[src/rtl/sram_arbiter.sv]
// Two-port round-robin arbiter in front of an asynchronous byte-wide SRAM.
// Every output, SRAM strobes included, comes straight from a flop to keep strobes glitch-free.
module sram_arbiter #(
    parameter int WE_CYCLES = 2,
    parameter int RD_CYCLES = 2
) (
    input  logic        clk,
    input  logic        rst_n,
    input  logic        a_req,
    input  logic        a_we,
    input  logic [17:0] a_addr,
    input  logic [7:0]  a_wdata,
    output logic        a_ack,
    output logic [7:0]  a_rdata,
    input  logic        b_req,
    input  logic        b_we,
    input  logic [17:0] b_addr,
    input  logic [7:0]  b_wdata,
    output logic        b_ack,
    output logic [7:0]  b_rdata,
    output logic        ext_RAMCS_b,
    output logic        ext_RAMOE_b,
    output logic        ext_RAMWE_b,
    output logic [17:0] ext_RAMA,
    output logic [7:0]  ext_RAMDin,
    input  logic [7:0]  ext_RAMDout
);

    typedef enum logic [2:0] {
        IDLE,
        WR_SETUP,
        WR_PULSE,
        WR_HOLD,
        RD,
        DONE
    } state_t;

    localparam logic [3:0] WE_RELOAD = 4'(WE_CYCLES - 1);
    localparam logic [3:0] RD_RELOAD = 4'(RD_CYCLES - 1);

    state_t      state_q, state_d;
    logic [3:0]  cnt_q, cnt_d;
    logic        sel_b_q, sel_b_d;        // port owning the current access
    logic        last_b_q, last_b_d;      // port granted most recently
    logic [17:0] addr_q, addr_d;
    logic [7:0]  din_q, din_d;
    logic        cs_q, cs_d;
    logic        oe_q, oe_d;
    logic        we_q, we_d;
    logic        a_ack_q, a_ack_d;
    logic        b_ack_q, b_ack_d;
    logic [7:0]  a_rdata_q, a_rdata_d;
    logic [7:0]  b_rdata_q, b_rdata_d;

    logic        grant_b;

    // A contested grant goes to whichever port was not served last.
    assign grant_b = b_req && (!a_req || !last_b_q);

    // State register plus all output flops.
    // NOTE: sequential state uses non-blocking assignments only, so every flop samples pre-edge values.
    always_ff @(posedge clk) begin
        if (!rst_n) begin
            state_q   <= IDLE;
            cnt_q     <= 4'd0;
            sel_b_q   <= 1'b0;
            last_b_q  <= 1'b1;
            addr_q    <= 18'd0;
            din_q     <= 8'd0;
            cs_q      <= 1'b1;
            oe_q      <= 1'b1;
            we_q      <= 1'b1;
            a_ack_q   <= 1'b0;
            b_ack_q   <= 1'b0;
            a_rdata_q <= 8'd0;
            b_rdata_q <= 8'd0;
        end else begin
            state_q   <= state_d;
            cnt_q     <= cnt_d;
            sel_b_q   <= sel_b_d;
            last_b_q  <= last_b_d;
            addr_q    <= addr_d;
            din_q     <= din_d;
            cs_q      <= cs_d;
            oe_q      <= oe_d;
            we_q      <= we_d;
            a_ack_q   <= a_ack_d;
            b_ack_q   <= b_ack_d;
            a_rdata_q <= a_rdata_d;
            b_rdata_q <= b_rdata_d;
        end
    end

    // Next-state logic; the counter is reloaded whenever a timed state is entered.
    // NOTE: every variable gets a default at the top so no path can infer a latch.
    always_comb begin
        state_d  = state_q;
        cnt_d    = cnt_q;
        sel_b_d  = sel_b_q;
        last_b_d = last_b_q;
        addr_d   = addr_q;
        din_d    = din_q;
        unique case (state_q)
            IDLE: begin
                if (a_req || b_req) begin
                    sel_b_d  = grant_b;
                    last_b_d = grant_b;
                    addr_d   = grant_b ? b_addr  : a_addr;
                    din_d    = grant_b ? b_wdata : a_wdata;
                    if (grant_b ? b_we : a_we) begin
                        state_d = WR_SETUP;
                    end else begin
                        state_d = RD;
                        cnt_d   = RD_RELOAD;
                    end
                end
            end
            WR_SETUP: begin
                state_d = WR_PULSE;
                cnt_d   = WE_RELOAD;
            end
            WR_PULSE: begin
                if (cnt_q == 4'd0) state_d = WR_HOLD;
                else               cnt_d   = cnt_q - 4'd1;
            end
            WR_HOLD: state_d = DONE;
            RD: begin
                if (cnt_q == 4'd0) state_d = DONE;
                else               cnt_d   = cnt_q - 4'd1;
            end
            DONE:    state_d = IDLE;
            default: state_d = IDLE;
        endcase
    end

    // Outputs are decoded from the state being entered so the flops line up with it.
    always_comb begin
        cs_d      = !(state_d inside {WR_SETUP, WR_PULSE, WR_HOLD, RD});
        oe_d      = (state_d != RD);
        we_d      = (state_d != WR_PULSE);
        a_ack_d   = (state_d == DONE) && !sel_b_d;
        b_ack_d   = (state_d == DONE) && sel_b_d;
        a_rdata_d = a_rdata_q;
        b_rdata_d = b_rdata_q;
        if (state_q == RD && state_d == DONE) begin
            if (sel_b_q) b_rdata_d = ext_RAMDout;
            else         a_rdata_d = ext_RAMDout;
        end
    end

    assign ext_RAMCS_b = cs_q;
    assign ext_RAMOE_b = oe_q;
    assign ext_RAMWE_b = we_q;
    assign ext_RAMA    = addr_q;
    assign ext_RAMDin  = din_q;
    assign a_ack       = a_ack_q;
    assign b_ack       = b_ack_q;
    assign a_rdata     = a_rdata_q;
    assign b_rdata     = b_rdata_q;

endmodule
[config.mk]
export PLATFORM = sky130hd
export DESIGN_NAME = sram_arbiter
export DESIGN_NICKNAME = d
export VERILOG_FILES = /design/src/rtl/sram_arbiter.sv
export SDC_FILE = /design/constraint.sdc
export NUM_CORES = 1
export LEC_CHECK = 0
export ABC_AREA = 0
export BUFFER_PORTS_ARGS = -buffer_cell sky130_fd_sc_hd__buf_2
export CORE_UTILIZATION = 42
export CTS_CLUSTER_DIAMETER = 150
export CTS_CLUSTER_SIZE = 40
export DETAILED_ROUTE_END_ITERATION = 8
export GPL_TIMING_DRIVEN = 0
export PLACE_DENSITY = 0.76
export SETUP_SLACK_MARGIN = 0.1
export SLEW_MARGIN = 20
export SYNTH_ARGS = -nofsm -noshare
export SYNTH_HDL_FRONTEND = slang
export SYNTH_SLANG_ARGS = --single-unit
[constraint.sdc]
create_clock -name clk -period 1.5 [get_ports clk]
set_input_delay 0.075 -clock clk [delete_from_list [all_inputs] [get_ports clk]]
set_output_delay 0.075 -clock clk [all_outputs]
set_load 0.01 [all_outputs]
# --- Word level (Yosys, flattened, before mapping) ---
# Index checks and enable logic that the tools add are counted.
totals:
  ff_bits: 56
  latch_bits: 0
  mem_bits_rw: 0
  rom_bits: 0
  in_bits: 66
  output_inout_bits: 47
  elab_cells: 62
  n_memories: 0
op_classes:
  add_sub_neg: 1
  multipliers: 0
  div: 0
  n_lt_le_gt_ge: 0
  n_eq_ne: 14
  shift: 0
  muxes: 14
  bitwise: 1
  n_reduce_logical: 19
ops:
  columns: ["operator", "n"]
  rows:
  - ["18-bit 2-to-1 mux", 1]
  - ["3-bit one-hot mux with 5 select lines", 1]
  - ["3-bit by 2-bit equality test with 1-bit output (second input constant)", 4]
  - ["3-bit 2-to-1 mux", 4]
  - ["4-bit 2-to-1 mux", 3]
  - ["4-bit one-hot mux with 3 select lines", 1]
  - ["3-bit equality test (second input constant)", 3]
  - ["8-bit 2-to-1 mux", 1]
  - ["3-bit by 1-bit equality test with 1-bit output (second input constant)", 2]
  - ["2-bit inequality test (second input constant)", 3]
  - ["2-bit AND reduction", 3]
  - ["1-bit logical AND", 4]
  - ["1-bit logical NOT", 4]
  - ["4-bit logical NOT", 1]
  - ["4-bit AND reduction", 1]
  - ["4-bit nonzero test", 1]
  - ["4-bit by 1-bit subtractor with 4-bit output (second input constant)", 1]
  - ["3-bit logical NOT", 1]
  - ["1-bit 2-to-1 mux", 3]
  - ["3-bit by 2-bit inequality test with 1-bit output (second input constant)", 1]
  - ["3-bit inequality test (second input constant)", 1]
  - ["3-bit nonzero test", 1]
  - ["1-bit logical OR", 2]
  - ["2-bit OR reduction", 1]
  - ["1-bit inverter", 1]

# --- Logic depth before layout (Yosys ltp) ---
logic_depth:
  depth_word: 10
  ltp_mapped: 7
  depth_no_buf: 6

# --- Worst setup path before layout ---
# Ideal clock, no wire load.
synth_timing:
  path_type: "reg2reg"
  from: "register cnt_q[0]"
  to: "register a_rdata_q[0], in the netlist a_rdata[0]"
  setup_ns: 0.116
  t_arrival_ns: 1.493
  required_time_ns: 1.384
  slack_ns: -0.109
  stages_incl_launch_ff: 8
  path_buffers: 1
  synth_period_minus_slack_ns: 1.609
  path_cell_list: "dfxtp_1 > inv_1 > ha_1 > nor3b_2 > and4_1 > buf_4 > mux2i_1 > nor2b_1"
synth_via:
  elab_chain_len: 6
  elab_cells_between_ends: 7
synth_lines:
  columns: ["element", "line", "text"]
  rows:
  - ["from (decl)", "42", "logic [3:0] cnt_q, cnt_d;"]
  - ["from (signal assigned)", "79", "cnt_q <= cnt_d;"]
  - ["4-bit logical NOT (*)", "123, 128", null]
  - ["3-bit 2-to-1 mux, on equally long branches", "128, 123", null]
  - ["3-bit one-hot mux with 5 select lines (*)", "103", "unique case (state_q)"]
  - ["3-bit equality test (*)", "145", "if (state_q == RD && state_d == DONE) begin"]
  - ["1-bit logical AND (*)", "145", null]
  - ["2-bit AND reduction (no line) (*)", null, null]
  - ["to (signal assigned)", "89", "a_rdata_q <= a_rdata_d;"]
  - ["to (decl)", "52", "logic [7:0] a_rdata_q, a_rdata_d;"]
# Every way passes the cells marked *; elsewhere a longest branch is shown, timed or not.
# A chain may end at the register's enable or synchronous reset.

# --- Worst setup path after layout ---
layout_timing:
  from: "register cnt_q[0]"
  to: "register a_rdata_q[2], in the netlist a_rdata[2]"
# The elaborated chain is that of the path after synthesis.

==> reports/qor.yml <==
first_pass_iters: 4
dp_slack_ns: -0.268
grt_first_pass_wirelength_um: 11000
vdd_drop_max_uv: 1100
p_sw_mw: 2.42
h-tree-depth: 2
crit_path_start_kind: "flip-flop"
place_area_mm2: 0.00318
drc: 0
synth_async_sr_flop_share_pct: 0
avgViaCountPerCell: 5.24
synth_common_cells: "nand2_1, dfxtp_1, o211a_1, nand3_1, nor2b_1"
place_congestion: 0.810
violations: "negative setup slack"
coreArea_mm2: 0.00564
max_slew_margin_pct: 70.5
drive_gt1_share_pct: 50.7
die_w_um: 79.2
p_seq_share_pct: 33.6
path_class: "flip-flop to flip-flop"
seq_area_mm2: 0.00113
grt_max_degree: 20
synth_ff_type: "dfxtp_1"
ant_nets: 0
cts.clk_slew.worst_paths_ns: 0.11
finalHoldViolations: 0
final-setup-viol-count: 26
ios: 113
fin_crit_sh_pct: 109
combPwrFrac_pct: 52.3
tightest_slew_ns: 0.442
num_antenna_cells: 0
root_buffer: "clkbuf_8"
fillCellCount: 473
wl_per_cell_um: 14.7
ys_seq_area_share_pct: 44.8
die_area_mm2: 0.00628
min_path_type: "input port to flip-flop"
start_util_pct: 44.4
rsz0062_at_grt: "true"
avgSynthCellArea_um2: 9.04
fmax_ghz: 0.611
syn_to_final_growth_pct: 50.8
power.share.clock_pct: 14.1
power.leakage_nw: 2.05
nets: 483
die_height_um: 79.2
tns_ns: -1.20
outcome: "finished, violations left"
yosysMostFrequentCell: "nand2_1"
multi_input_area_mm2: 0.00151
routed_wl_um: 7200
cts_buffer_depth: 2
crit_path_end_kind: "flip-flop"
track_usage_pct: 22.6
clk_latency_ns: 0.32
overflow: 0
cts_hold_repair.buffers: 0
intPower_mw: 3.82
critPathMaxFanout: 8
rr_worst_depth: 7
synth-edff-count: 0
crit_arrival_ns: 1.85
power.density_mw_per_mm2: 1650
synth_cells: 277
synth.distinct_cells: 38
clock-skew-final_ns: 0.00729
drt_iter0_drc: 126
yosysTopAreaCellShare_pct: 44.8
port_buffers: 110
fin_ws_ns: -0.136
yosys_warnings: 0
yosysTopAreaCell: "dfxtp_1"
cts.sinks: 56
syn_area_mm2: 0.00250
antenna_found_initial: 0
dp_hpwl_um: 4380
vias: 2559
ys_ff_latch: 56
grt_pass1_vias: 2423
tritoncts: "yes"
maxSlewViolCount: 0
cp.required_ns: 1.72
syn-num-nets: 345
finalInstanceArea_mm2: 0.00378
maxCapViolations: 0
numCtsBuffers: 5
min_period_ns: 1.64
synthTopCellsByArea: "dfxtp_1, o211a_1, nand2_1, mux2i_1, nand3_1"
hold-path-cell-count: 3
post-route-util_pct: 67.0
rows: 27
sw_frac_of_total_pct: 38.8
p_total_mw: 6.24
timing repair:
item,CTS,global route
endpoints found under the hold margin,0,0
pin swaps,12,8
buffers inserted,12,6
resized for setup,65,24
setup endpoints to repair,52,52
gates cloned,4,0
power by group through the flow:
| stage | combinational [mW] | clock (mW) | sequential (mW) |
|---|---|---|---|
| 2_1_floorplan | 1.32 | 0 | 2.25 |
| 6_report | 3.26 | 0.877 | 2.10 |
| 4_1_cts | 3.00 | 0.901 | 2.08 |
| 3_3_place_gp | 2.15 | 0 | 2.09 |
| 5_1_grt | 3.50 | 0.955 | 2.14 |
| 3_5_place_dp | 2.19 | 0 | 2.10 |
state kept, by name, summed over array words and instances, names as in the netlist:
name         count
ext_RAMCS_b      1
ext_RAMWE_b      1
ext_RAMA        18
ext_RAMDin       8
cnt_q            4
state_q          3
a_rdata          8
last_b_q         1
b_ack            1
b_rdata          8
sel_b_q          1
a_ack            1
ext_RAMOE_b      1
final cells by class:
| class | count | area share (%) |
|---|---|---|
| Clock buffer | 5 | 1.82 |
| Sequential cell | 56 | 29.9 |
| Tap cell | 72 | 2.38 |
| Timing Repair Buffer | 131 | 19.5 |
| Inverter | 7 | 0.695 |
| Clock inverter | 3 | 0.695 |
| Multi-Input combinational cell | 192 | 39.9 |
| Buffer | 22 | 5.07 |
worst paths after layout:
| check | from | endpoint | slack, ns |
|---|---|---|---|
| max | cnt_q[0] | a_rdata[2] | -0.14 |
| min | ext_RAMDout[7] | a_rdata[7] | 0.03 |
| max reg2reg | cnt_q[0] | a_rdata[2] | -0.14 |
| min reg2reg | ext_RAMA[14] | ext_RAMA[14] | 0.50 |
cell families (layout without fill, tap and decap cells):
kind of cell	after synthesis	after routing	synth area share (%)
fa+ha+maj	2	2	0.999
flops	56	56	44.8
buf+inv	29	168	5.84
mux	17	17	6.84
xor+xnor	3	3	1.05
simple gates	124	124	24.4
compound gates	46	46	16.1
stage by stage:
step,instances,hold slack [ns]
6_report,488,0.0309
5_1_grt,488,0.0284
2_1_floorplan,277,0.241
4_1_cts,483,0.0241
3_5_place_dp,459,0.363
3_3_place_gp,459,0.349
layer usage:
layer  GRT usage (%)  wire length (µm)  up-vias
li1                -                 -     1236
met5               0                 0        -
met2            39.1              3470      110
met3            5.63               439       17
met1            27.0              3120     1196
met4            7.82               167        0
placed cells by master (no fill, tap or decap), types with 6 or more instances in the layout:
| master | n |
|---|---|
| mux2i_1 | 15 |
| nand3_2 | 24 |
| dfxtp_1 | 50 |
| clkbuf_8 | 6 |
| buf_6 | 12 |
| o211a_1 | 27 |
| nor2b_1 | 18 |
| nand2_1 | 57 |
| buf_2 | 110 |
| buf_4 | 19 |
critical path, cell delays in order (launching register included):
cell and delay [ns]:
dfxtp_2 0.33, inv_2 0.08, ha_4 0.12, nor3b_4 0.25
and4_1 0.28, buf_6 0.18, mux2i_2 0.24, nor2b_1 0.06
Power figures use the tool's default switching activity.
